### src/rtl/merge_pkg.sv
// Shared definitions for the index merge controller: FSM state encoding,
// default memory/index widths and the comparator result encoding.
package merge_pkg;

    // Default index/data memory address width (depth 2**AW) and index width
    localparam int unsigned AW_DEF = 4;
    localparam int unsigned DW_DEF = 8;

    // FSM state encoding
    localparam int unsigned SW = 3;
    localparam logic [SW-1:0] S_IDLE    = 3'd0;
    localparam logic [SW-1:0] S_FETCH   = 3'd1;
    localparam logic [SW-1:0] S_COMPARE = 3'd2;
    localparam logic [SW-1:0] S_EMIT    = 3'd3;
    localparam logic [SW-1:0] S_DONE    = 3'd4;

    // Comparator result: list-1 index relative to list-2 index
    localparam int unsigned CW = 2;
    localparam logic [CW-1:0] CMP_EQ = 2'b00;
    localparam logic [CW-1:0] CMP_LT = 2'b01;
    localparam logic [CW-1:0] CMP_GT = 2'b10;

endpackage : merge_pkg

### src/rtl/idx_comp.sv
// Combinational unsigned comparator for two index values.
// Ports:
//   i_a, i_b  : index values (list 1, list 2)
//   o_cmp_c   : CMP_LT / CMP_EQ / CMP_GT of i_a relative to i_b
module idx_comp
    import merge_pkg::*;
#(
    parameter int unsigned DW = DW_DEF
) (
    input  logic [DW-1:0] i_a,
    input  logic [DW-1:0] i_b,
    output logic [CW-1:0] o_cmp_c
);

    always_comb begin
        o_cmp_c = CMP_EQ;
        if (i_a < i_b) begin
            o_cmp_c = CMP_LT;
        end else if (i_a > i_b) begin
            o_cmp_c = CMP_GT;
        end
    end

endmodule : idx_comp

### src/rtl/index_merge_ctrl.sv
// Sparse-vector intersection controller. Walks two ascending index lists
// held in synchronous-read memories and presents every equal-index position
// pair on a valid/ready handshake.
// Ports:
//   clk, reset              : clock, synchronous active-high reset
//   start, len1, len2       : merge request and list lengths (sampled in IDLE)
//   idx_addr1/2, idx_data1/2: index memory read ports (1-cycle read latency)
//   match_valid/ready       : matched-pair handshake
//   match_addr1/2           : data memory addresses of the matched pair
//   busy, done, match_count : status
module index_merge_ctrl
    import merge_pkg::*;
#(
    parameter int unsigned AW = AW_DEF,
    parameter int unsigned DW = DW_DEF
) (
    input  logic          clk,
    input  logic          reset,
    input  logic          start,
    input  logic [AW:0]   len1,
    input  logic [AW:0]   len2,
    output logic [AW-1:0] idx_addr1,
    output logic [AW-1:0] idx_addr2,
    input  logic [DW-1:0] idx_data1,
    input  logic [DW-1:0] idx_data2,
    output logic          match_valid,
    input  logic          match_ready,
    output logic [AW-1:0] match_addr1,
    output logic [AW-1:0] match_addr2,
    output logic          busy,
    output logic          done,
    output logic [AW:0]   match_count
);

    localparam int unsigned   LW    = AW + 1;
    localparam logic [LW-1:0] DEPTH = LW'(2 ** AW);

    // State and datapath registers
    logic [SW-1:0] r_state;
    logic [LW-1:0] r_ptr1;
    logic [LW-1:0] r_ptr2;
    logic [LW-1:0] r_len1;
    logic [LW-1:0] r_len2;
    logic [LW-1:0] r_cnt;
    logic [AW-1:0] r_idx_addr1;
    logic [AW-1:0] r_idx_addr2;
    logic [AW-1:0] r_maddr1;
    logic [AW-1:0] r_maddr2;
    logic          r_mvalid;
    logic          r_busy;
    logic          r_done;

    // Next-state signals
    logic [SW-1:0] w_state_nxt;
    logic [LW-1:0] w_ptr1_nxt;
    logic [LW-1:0] w_ptr2_nxt;
    logic [LW-1:0] w_len1_nxt;
    logic [LW-1:0] w_len2_nxt;
    logic [LW-1:0] w_cnt_nxt;
    logic          w_latch_match;

    logic [LW-1:0] w_len1_sat;
    logic [LW-1:0] w_len2_sat;
    logic [LW-1:0] w_ptr1_inc;
    logic [LW-1:0] w_ptr2_inc;
    logic [CW-1:0] w_cmp_c;

    // Lengths beyond the memory depth clamp to the depth
    assign w_len1_sat = (len1 > DEPTH) ? DEPTH : len1;
    assign w_len2_sat = (len2 > DEPTH) ? DEPTH : len2;
    assign w_ptr1_inc = r_ptr1 + LW'(1);
    assign w_ptr2_inc = r_ptr2 + LW'(1);

    idx_comp #(
        .DW (DW)
    ) u_idx_comp (
        .i_a     (idx_data1),
        .i_b     (idx_data2),
        .o_cmp_c (w_cmp_c)
    );

    // Next-state and datapath update logic
    always_comb begin
        w_state_nxt   = r_state;
        w_ptr1_nxt    = r_ptr1;
        w_ptr2_nxt    = r_ptr2;
        w_len1_nxt    = r_len1;
        w_len2_nxt    = r_len2;
        w_cnt_nxt     = r_cnt;
        w_latch_match = 1'b0;

        case (r_state)
            S_IDLE: begin
                if (start) begin
                    w_ptr1_nxt = '0;
                    w_ptr2_nxt = '0;
                    w_cnt_nxt  = '0;
                    w_len1_nxt = w_len1_sat;
                    w_len2_nxt = w_len2_sat;
                    if ((w_len1_sat != '0) && (w_len2_sat != '0)) begin
                        w_state_nxt = S_FETCH;
                    end else begin
                        w_state_nxt = S_DONE;
                    end
                end
            end

            S_FETCH: begin
                w_state_nxt = S_COMPARE;
            end

            // Read data for the addresses issued in FETCH is valid here
            S_COMPARE: begin
                case (w_cmp_c)
                    CMP_LT: begin
                        w_ptr1_nxt  = w_ptr1_inc;
                        w_state_nxt = ((w_ptr1_inc == r_len1) || (r_ptr2 == r_len2))
                                      ? S_DONE : S_FETCH;
                    end
                    CMP_GT: begin
                        w_ptr2_nxt  = w_ptr2_inc;
                        w_state_nxt = ((r_ptr1 == r_len1) || (w_ptr2_inc == r_len2))
                                      ? S_DONE : S_FETCH;
                    end
                    default: begin
                        w_latch_match = 1'b1;
                        w_state_nxt   = S_EMIT;
                    end
                endcase
            end

            S_EMIT: begin
                if (match_ready) begin
                    w_ptr1_nxt  = w_ptr1_inc;
                    w_ptr2_nxt  = w_ptr2_inc;
                    w_cnt_nxt   = r_cnt + LW'(1);
                    w_state_nxt = ((w_ptr1_inc == r_len1) || (w_ptr2_inc == r_len2))
                                  ? S_DONE : S_FETCH;
                end
            end

            S_DONE: begin
                w_state_nxt = S_IDLE;
            end

            default: begin
                w_state_nxt = S_IDLE;
            end
        endcase
    end

    // State register; outputs are registered from the next-state decode so
    // they line up with the state they describe
    always_ff @(posedge clk) begin
        if (reset) begin
            r_state     <= S_IDLE;
            r_ptr1      <= '0;
            r_ptr2      <= '0;
            r_len1      <= '0;
            r_len2      <= '0;
            r_cnt       <= '0;
            r_idx_addr1 <= '0;
            r_idx_addr2 <= '0;
            r_maddr1    <= '0;
            r_maddr2    <= '0;
            r_mvalid    <= 1'b0;
            r_busy      <= 1'b0;
            r_done      <= 1'b0;
        end else begin
            r_state  <= w_state_nxt;
            r_ptr1   <= w_ptr1_nxt;
            r_ptr2   <= w_ptr2_nxt;
            r_len1   <= w_len1_nxt;
            r_len2   <= w_len2_nxt;
            r_cnt    <= w_cnt_nxt;
            r_mvalid <= (w_state_nxt == S_EMIT);
            r_busy   <= (w_state_nxt != S_IDLE);
            r_done   <= (w_state_nxt == S_DONE);
            // Addresses change only on entry to FETCH and hold through COMPARE
            if (w_state_nxt == S_FETCH) begin
                r_idx_addr1 <= w_ptr1_nxt[AW-1:0];
                r_idx_addr2 <= w_ptr2_nxt[AW-1:0];
            end
            if (w_latch_match) begin
                r_maddr1 <= r_ptr1[AW-1:0];
                r_maddr2 <= r_ptr2[AW-1:0];
            end
        end
    end

    assign idx_addr1   = r_idx_addr1;
    assign idx_addr2   = r_idx_addr2;
    assign match_valid = r_mvalid;
    assign match_addr1 = r_maddr1;
    assign match_addr2 = r_maddr2;
    assign busy        = r_busy;
    assign done        = r_done;
    assign match_count = r_cnt;

endmodule : index_merge_ctrl

### config.mk
export PLATFORM = sky130hd
export DESIGN_NAME = index_merge_ctrl
export DESIGN_NICKNAME = d
export VERILOG_FILES = /design/src/rtl/merge_pkg.sv /design/src/rtl/idx_comp.sv /design/src/rtl/index_merge_ctrl.sv
export SDC_FILE = /design/constraint.sdc
export NUM_CORES = 1
export LEC_CHECK = 0
export ABC_AREA = 1
export CORE_AREA = 2 2 90 71
export CTS_CLUSTER_DIAMETER = 60
export DETAILED_ROUTE_END_ITERATION = 10
export DIE_AREA = 0 0 92 73
export HOLD_SLACK_MARGIN = 0.02
export PLACE_DENSITY_LB_ADDON = 0.2
export RECOVER_POWER = 100
export SYNTH_ARGS = -nofsm -noshare
export SYNTH_HDL_FRONTEND = slang
export SYNTH_SLANG_ARGS = --single-unit
### constraint.sdc
create_clock -name clk -period 1.8 [get_ports clk]
set_input_delay 0.36 -clock clk [delete_from_list [all_inputs] [get_ports clk]]
set_output_delay 0.36 -clock clk [all_outputs]
set_load 0.01 [all_outputs]
==> impl_metrics.py, run 1 <==
metrics = {
    "job": {
        "drv_cap": 0,
    },
    "worst_setup_path": {
        "timing.rr.end": "busy$_SDFF_PP0_",
        "reg2reg_slack_ps": -40,
        "path_cells": "ha_4, or2_4, nand3_1, nand2_1, nor2_1, nand2_2, nand2_2, nand2_2, nand3_4, nand2_8, inv_6, nand2_4, nand2_4, nand2_2",
        "cp-startpoint": "r_ptr2[0]$_SDFF_PP0_",
        "worstPathMaxFanout": 5,
        "end_kind": "flip-flop",
        "r2r_start": "r_ptr2[0]$_SDFF_PP0_",
        "worstPathArrival_ps": 2050,
        "cp-start-kind": "flip-flop",
        "slowest_delay_ps": 340,
        "cp.required_ps": 2010,
        "slowest_stage": "dfxtp_2",
        "cp_common_cell": "nand2_2",
        "critPathKind": "flip-flop to flip-flop",
        "ff2ff_path_depth": 14,
    },
    "worst_hold_path": {
        "worstHoldStart": "match_addr1[3]$_SDFFE_PP0N_",
        "min_to": "match_addr1[3]$_SDFFE_PP0N_",
        "min_path_type": "flip-flop to flip-flop",
        "hold_path_depth": 2,
    },
    "placement": {
        "placed_cell_area_sq_um": 3420,
        "portBuffers": 53,
        "dpl.hpwl_microns": 4870,
        "gp_congestion": 0.898,
        "placed_cells": 547,
        "dp_worst_setup_slack_ps": -657,
    },
    "grt": {
        "grt_pass1_vias": 2649,
        "grt_max_degree": 18,
        "grt.total_usage": 0.224,
        "grt_first_pass_wirelength_microns": 11800,
        "antenna_found_initial": 0,
        "grt_remaining_overflow": 0,
    },
    "yosys": {
        "synth_top_area_frac": 0.362,
        "synth-seq-area-share": 0.362,
        "yosysTopAreaCell": "dfxtp_1",
        "synth_async_sr_flop_share": 0,
        "synth.area.top_cells": "dfxtp_1 36%, nand2_1 15%, inv_1 8.8%",
        "syn_area_sq_um": 2600,
        "synth_cells": 391,
        "yosysMostFrequentCell": "nand2_1",
        "synth_fp_nets": 432,
        "synth_common_cells": "104 x nand2_1, 61 x inv_1, 47 x dfxtp_1, 42 x nor2_1, 30 x nand3_1",
        "synth.distinct_cells": 35,
        "synth_ff_type": "dfxtp_1",
        "yosys_warnings": 0,
        "synth_edf_count": 0,
        "synth_seq_cells": 47,
        "synth_area_per_cell_sq_um": 6.64,
    },
    "detailed_routing": {
        "met3WireLength_microns": 344,
        "drc": 0,
        "num_vias": 2780,
        "first_pass_iters": 4,
        "totalWireLength_microns": 7220,
        "route.layer.met1.wl_microns": 3300,
        "top_layer_used": "met4",
        "wl_per_cell_microns": 12.9,
        "drt_iter0_markers": 226,
        "ant_nets": 0,
        "route.met2.wl_microns": 3460,
        "via_per_inst": 4.96,
    },
    "clock_tree": {
        "postCtsHoldBufs": 0,
        "cts_buffers": 5,
        "clock_tree.buffer_depth": 2,
        "path_clk_slew_ps": 90,
        "cts.sinks": 47,
        "clk_latency_ps": 310,
        "cts_tree": "yes",
        "cts_root_buf": "clkbuf_8",
        "h-tree-depth": 2,
    },
    "sta": {
        "tightest_slew_ps": 449,
        "fin_crit_sh": 1.02,
        "max_slew_margin": 0.700,
        "setup_viol_count_final": 9,
        "slew_viol_final": 0,
        "fmax_mhz": 545,
        "hold_viol_final": 0,
        "clock-skew-final_ps": 3.84,
        "fin_ws_ps": -36.1,
        "finalCriticalPeriod_ps": 1840,
        "rsz0062_at_grt": "true",
    },
    "finish": {
        "multi_input_area_sq_um": 1710,
        "drive_gt1_frac": 0.263,
        "ff_latch_area_sq_um": 948,
        "final_cells": 561,
        "fin_nets": 520,
        "insertedDiodeCount": 0,
        "post-route-cell-area_sq_um": 3910,
        "final_core_util": 0.658,
        "fillCellCount": 511,
        "syn_to_final_growth_pct": 50.5,
    },
    "die": {
        "die_x_microns": 92,
        "die_y_microns": 73,
        "start_util": 0.437,
        "ios": 54,
        "die-area_sq_um": 6720,
        "placementRows": 25,
        "core_region_area_sq_um": 5940,
    },
    "power_and_ir_drop": {
        "p_comb_frac": 0.280,
        "p_seq_frac": 0.397,
        "pwr-share-clk": 0.323,
        "p_leak_nw": 1.74,
        "internal_power_mw": 2.02,
        "power_mw": 2.89,
        "sw_frac_of_total": 0.301,
        "power_switching_uw": 869,
        "power.density_nw_per_um2": 738,
        "peakVddDrop_uv": 403,
    },
    "run_status": {
        "status": "finished, violations left",
        "violations": "setup timing",
    },
}
routing by layer:
metal | vias up | track usage
li1 | 1415 | -
met1 | 1278 | 0.277
met2 | 75 | 0.389
met3 | 12 | 0.0413
met4 | 0 | 0.0912
met5 | - | 0
layout make-up:
type                            instances  area share
Multi-Input combinational cell        274       0.438
Sequential cell                        47       0.243
Timing Repair Buffer                   84       0.192
Inverter                               67      0.0669
Tap cell                               81      0.0259
Clock buffer                            6      0.0186
Clock inverter                          2      0.0154
metrics by stage:
step           setup TNS [ps]  hold WS [ps]
2_1_floorplan           -90.6           458
3_3_place_gp           -15580           432
3_5_place_dp           -17070           435
4_1_cts                     0           448
5_1_grt                 -1900           465
6_report                 -176           444
cell families (layout without fill, tap and decap cells):
group / Yosys count / after routing / synth area share
AOI/OAI and AO/OA: 54 / 54 / 0.118
and+or+nand+nor: 198 / 203 / 0.332
xor gates and xnor gates: 6 / 6 / 0.0202
DFF: 47 / 47 / 0.362
buffers and inverters: 75 / 159 / 0.115
adders and majority gates: 11 / 11 / 0.0530
registers in the layout, summed over array words and instances (netlist names):
name / flops
busy: 1
match_valid: 1
r_state: 3
match_addr2: 4
r_ptr2: 5
r_len1: 5
idx_addr2: 4
match_addr1: 4
done: 1
idx_addr1: 4
r_ptr1: 5
match_count: 5
r_len2: 5
cell usage in the layout (no fill, tap or decap), drive strengths merged:
master / instances
nand2: 113
inv: 67
dfxtp: 47
nor2: 42
clkdlybuf4s50: 37
buf: 31
nand3: 31
a21oi: 25
o21ai: 20
dlygate4sd2: 12
ha: 11
nor3: 8
clkbuf: 6
clkdlybuf4s15: 4
xor2: 3
xnor2: 3
a211oi: 3
nand4: 2
o32ai: 2
bufinv: 2
or2: 2
nor3b: 2
o21a: 1
and2: 1
a21o: 1
nand3b: 1
o211ai: 1
a22oi: 1
and3: 1
critical path, delay by kind of cell, from the launching register on:
kind,cells,cell delay [ps]
simple gates,12,1150
flops,1,340
fa+ha+maj,1,160
buf+inv,1,80
power by group through the flow:
stage | registers (mW) | logic [mW] | clock network (mW)
finish | 1.14 | 0.809 | 0.932
global route | 1.15 | 0.890 | 0.980
CTS | 1.14 | 0.720 | 0.942
detailed placement | 1.16 | 0.628 | 0
global placement | 1.16 | 0.616 | 0
floorplan | 1.17 | 0.340 | 0
worst max path at each step:
| stage | end |
|---|---|
| 6_report | busy$_SDFF_PP0_ |
| 5_1_grt | idx_addr1[3]$_SDFFE_PP0N_ |
| 4_1_cts | busy$_SDFF_PP0_ |
| 3_5_place_dp | idx_addr1[0]$_SDFFE_PP0N_ |
| 3_3_place_gp | idx_addr2[1]$_SDFFE_PP0N_ |
| 2_1_floorplan | idx_addr1[0]$_SDFFE_PP0N_ |
timing repair:
| item | 4_1_cts | 5_1_grt |
|---|---|---|
| pin swaps | 31 | 25 |
| gates cloned | 5 | 0 |
| gates resized for setup | 62 | 49 |
| setup buffers | 0 | 1 |
| endpoints found under the setup margin | 32 | 24 |
(Power assumes the default switching activity.)
==> run 2: changes to the inputs <==
SKIP_CTS_REPAIR_TIMING = 1   (was not set)
==> run 2 against run 1 <==
Effect of this change:
- the run still ends with setup timing left
- critical endpoint unchanged
- largest power group unchanged
- highest routed layer unchanged
- critical path depth stayed put
- total power is essentially flat
- sequential share of layout area is 0.30 points lower
- global-route usage is 1.9 points lower
- count of clock-buffer cells in the layout stayed put
- sequential power hardly changed
- hold slack better by 0.83 ps
- sequential cell count stayed put
- non-clock buffer count unchanged
==> impl_metrics.py, run 2 (synthesis results as in run 1) <==
metrics = {
    "run_status": {
        "status": "finished, violations left",
        "violations": "setup timing",
    },
    "grt": {
        "grt_pass1_vias": 2532,
        "use_met1": 0.255,
        "antenna_found_initial": 0,
        "grt_max_degree": 20,
        "grt_first_pass_wirelength_microns": 10900,
        "grt_use_met2": 0.367,
        "grt_remaining_overflow": 0,
        "grt-busiest-layer": "met2",
        "grt.total_usage": 0.205,
        "met3_usage": 0.0310,
    },
    "power_and_ir_drop": {
        "power.density_nw_per_um2": 729,
        "peakVddDrop_uv": 416,
        "power_mw": 2.88,
        "p_leak_nw": 1.87,
    },
    "die": {
        "die_y_microns": 73,
        "start_util": 0.437,
        "die_x_microns": 92,
        "ios": 54,
        "core_region_area_sq_um": 5940,
        "placementRows": 25,
        "die-area_sq_um": 6720,
    },
    "finish": {
        "drive_gt1_frac": 0.263,
        "post-route-cell-area_sq_um": 3960,
        "fillCellCount": 500,
        "syn_to_final_growth_pct": 52.4,
        "fin_nets": 520,
        "layout_common_cells": "80 x nand2_1, 51 x inv_1, 41 x dfxtp_1",
        "layout_commonest_cell": "nand2_1",
        "insertedDiodeCount": 0,
        "final_cells": 561,
        "final_core_util": 0.666,
    },
    "worst_setup_path": {
        "timing.rr.end": "busy$_SDFF_PP0_",
        "cp-start-kind": "flip-flop",
        "r2r_start": "r_ptr2[0]$_SDFF_PP0_",
        "end_kind": "flip-flop",
        "cp.required_ps": 2010,
        "critPathKind": "flip-flop to flip-flop",
        "worstPathArrival_ps": 2060,
        "reg2reg_slack_ps": -40,
        "worstPathMaxFanout": 5,
        "ff2ff_path_depth": 14,
    },
    "sta": {
        "fin_tns_setup_ps": -264,
        "finalCriticalPeriod_ps": 1840,
        "rsz0062_at_grt": "true",
        "hold-worst-slack_ps": 445,
        "hold_viol_final": 0,
        "tightest_slew_ps": 450,
        "fmax_mhz": 543,
        "fin_ws_ps": -42.9,
        "max_slew_margin": 0.699,
        "setup_viol_count_final": 9,
        "clock-skew-final_ps": 5.37,
        "slew_viol_final": 0,
        "fin_crit_sh": 1.02,
    },
    "clock_tree": {
        "cts.sinks": 47,
        "cts_root_buf": "clkbuf_8",
        "h-tree-depth": 2,
        "cts_tree": "yes",
        "cts_buffers": 5,
        "clk_latency_ps": 310,
        "path_clk_slew_ps": 90,
        "clock_tree.buffer_depth": 2,
    },
    "job": {
        "drv_cap": 0,
    },
    "worst_hold_path": {
        "min_path_type": "flip-flop to flip-flop",
        "min_to": "match_addr1[3]$_SDFFE_PP0N_",
        "hold_path_depth": 2,
        "worstHoldStart": "match_addr1[3]$_SDFFE_PP0N_",
    },
    "placement": {
        "placed_cells": 547,
        "portBuffers": 53,
        "placed_cell_area_sq_um": 3420,
        "gp_congestion": 0.898,
        "dpl.hpwl_microns": 4870,
        "dp_worst_setup_slack_ps": -657,
    },
    "detailed_routing": {
        "via_per_inst": 4.93,
        "totalWireLength_microns": 7220,
        "drc": 0,
        "first_pass_iters": 5,
        "drt_iter0_markers": 247,
        "ant_nets": 0,
        "wl_per_cell_microns": 12.9,
        "num_vias": 2768,
    },
}
[run 2: cell types whose count changed in the layout (fill, tap and decap cells not counted), sizes merged]
| cell | change |
|---|---|
| inv | -1 |
| clkinv | +1 |
| dlymetal6s2s | +16 |
| dlygate4sd2 | -12 |
| clkdlybuf4s15 | -4 |
[run 2: final cells by class]
class,count,area [sq um],area share
clock buffers,6,72.6,0.0183
clock inverters,2,60.1,0.0152
inverters,67,269,0.0680
multi-input cells,274,1700,0.430
flip-flops and latches,47,948,0.240
well taps,81,101,0.0256
repair buffers,84,803,0.203
[run 2: routing by layer]
| metal | vias to the layer above | share of wire |
|---|---|---|
| met5 | - | 0 |
| met4 | 0 | 0.012 |
| met3 | 7 | 0.047 |
| met2 | 72 | 0.49 |
| met1 | 1278 | 0.45 |
| li1 | 1411 | - |
[run 2: worst max-delay path by stage]
stage,from,endpoint,cells after the start
floorplan,idx_data2[7],idx_addr1[0]$_SDFFE_PP0N_,11
global placement,idx_data2[7],idx_addr2[1]$_SDFFE_PP0N_,11
detailed placement,idx_data2[7],idx_addr1[0]$_SDFFE_PP0N_,11
CTS,idx_data2[7],idx_addr1[0]$_SDFFE_PP0N_,11
global route,r_ptr1[1]$_SDFF_PP0_,idx_addr2[3]$_SDFFE_PP0N_,14
finish,r_ptr2[0]$_SDFF_PP0_,busy$_SDFF_PP0_,14
[run 2: where the power goes]
part | internal (mW) | switching [mW]
registers | 1.10 | 0.0421
clock network | 0.555 | 0.377
logic | 0.367 | 0.444
[run 2: critical path: stages (launching register included)]
cell and delay [ps]:
dfxtp_2 340, ha_4 160, or2_4 230, nand3_1 80
nand2_1 70, nor2_1 130, nand2_2 100, nand2_2 100
nand2_4 60, nand3_4 140, nand2_8 100, inv_8 70
nand2_4 50, nand2_4 50, nand2_2 50
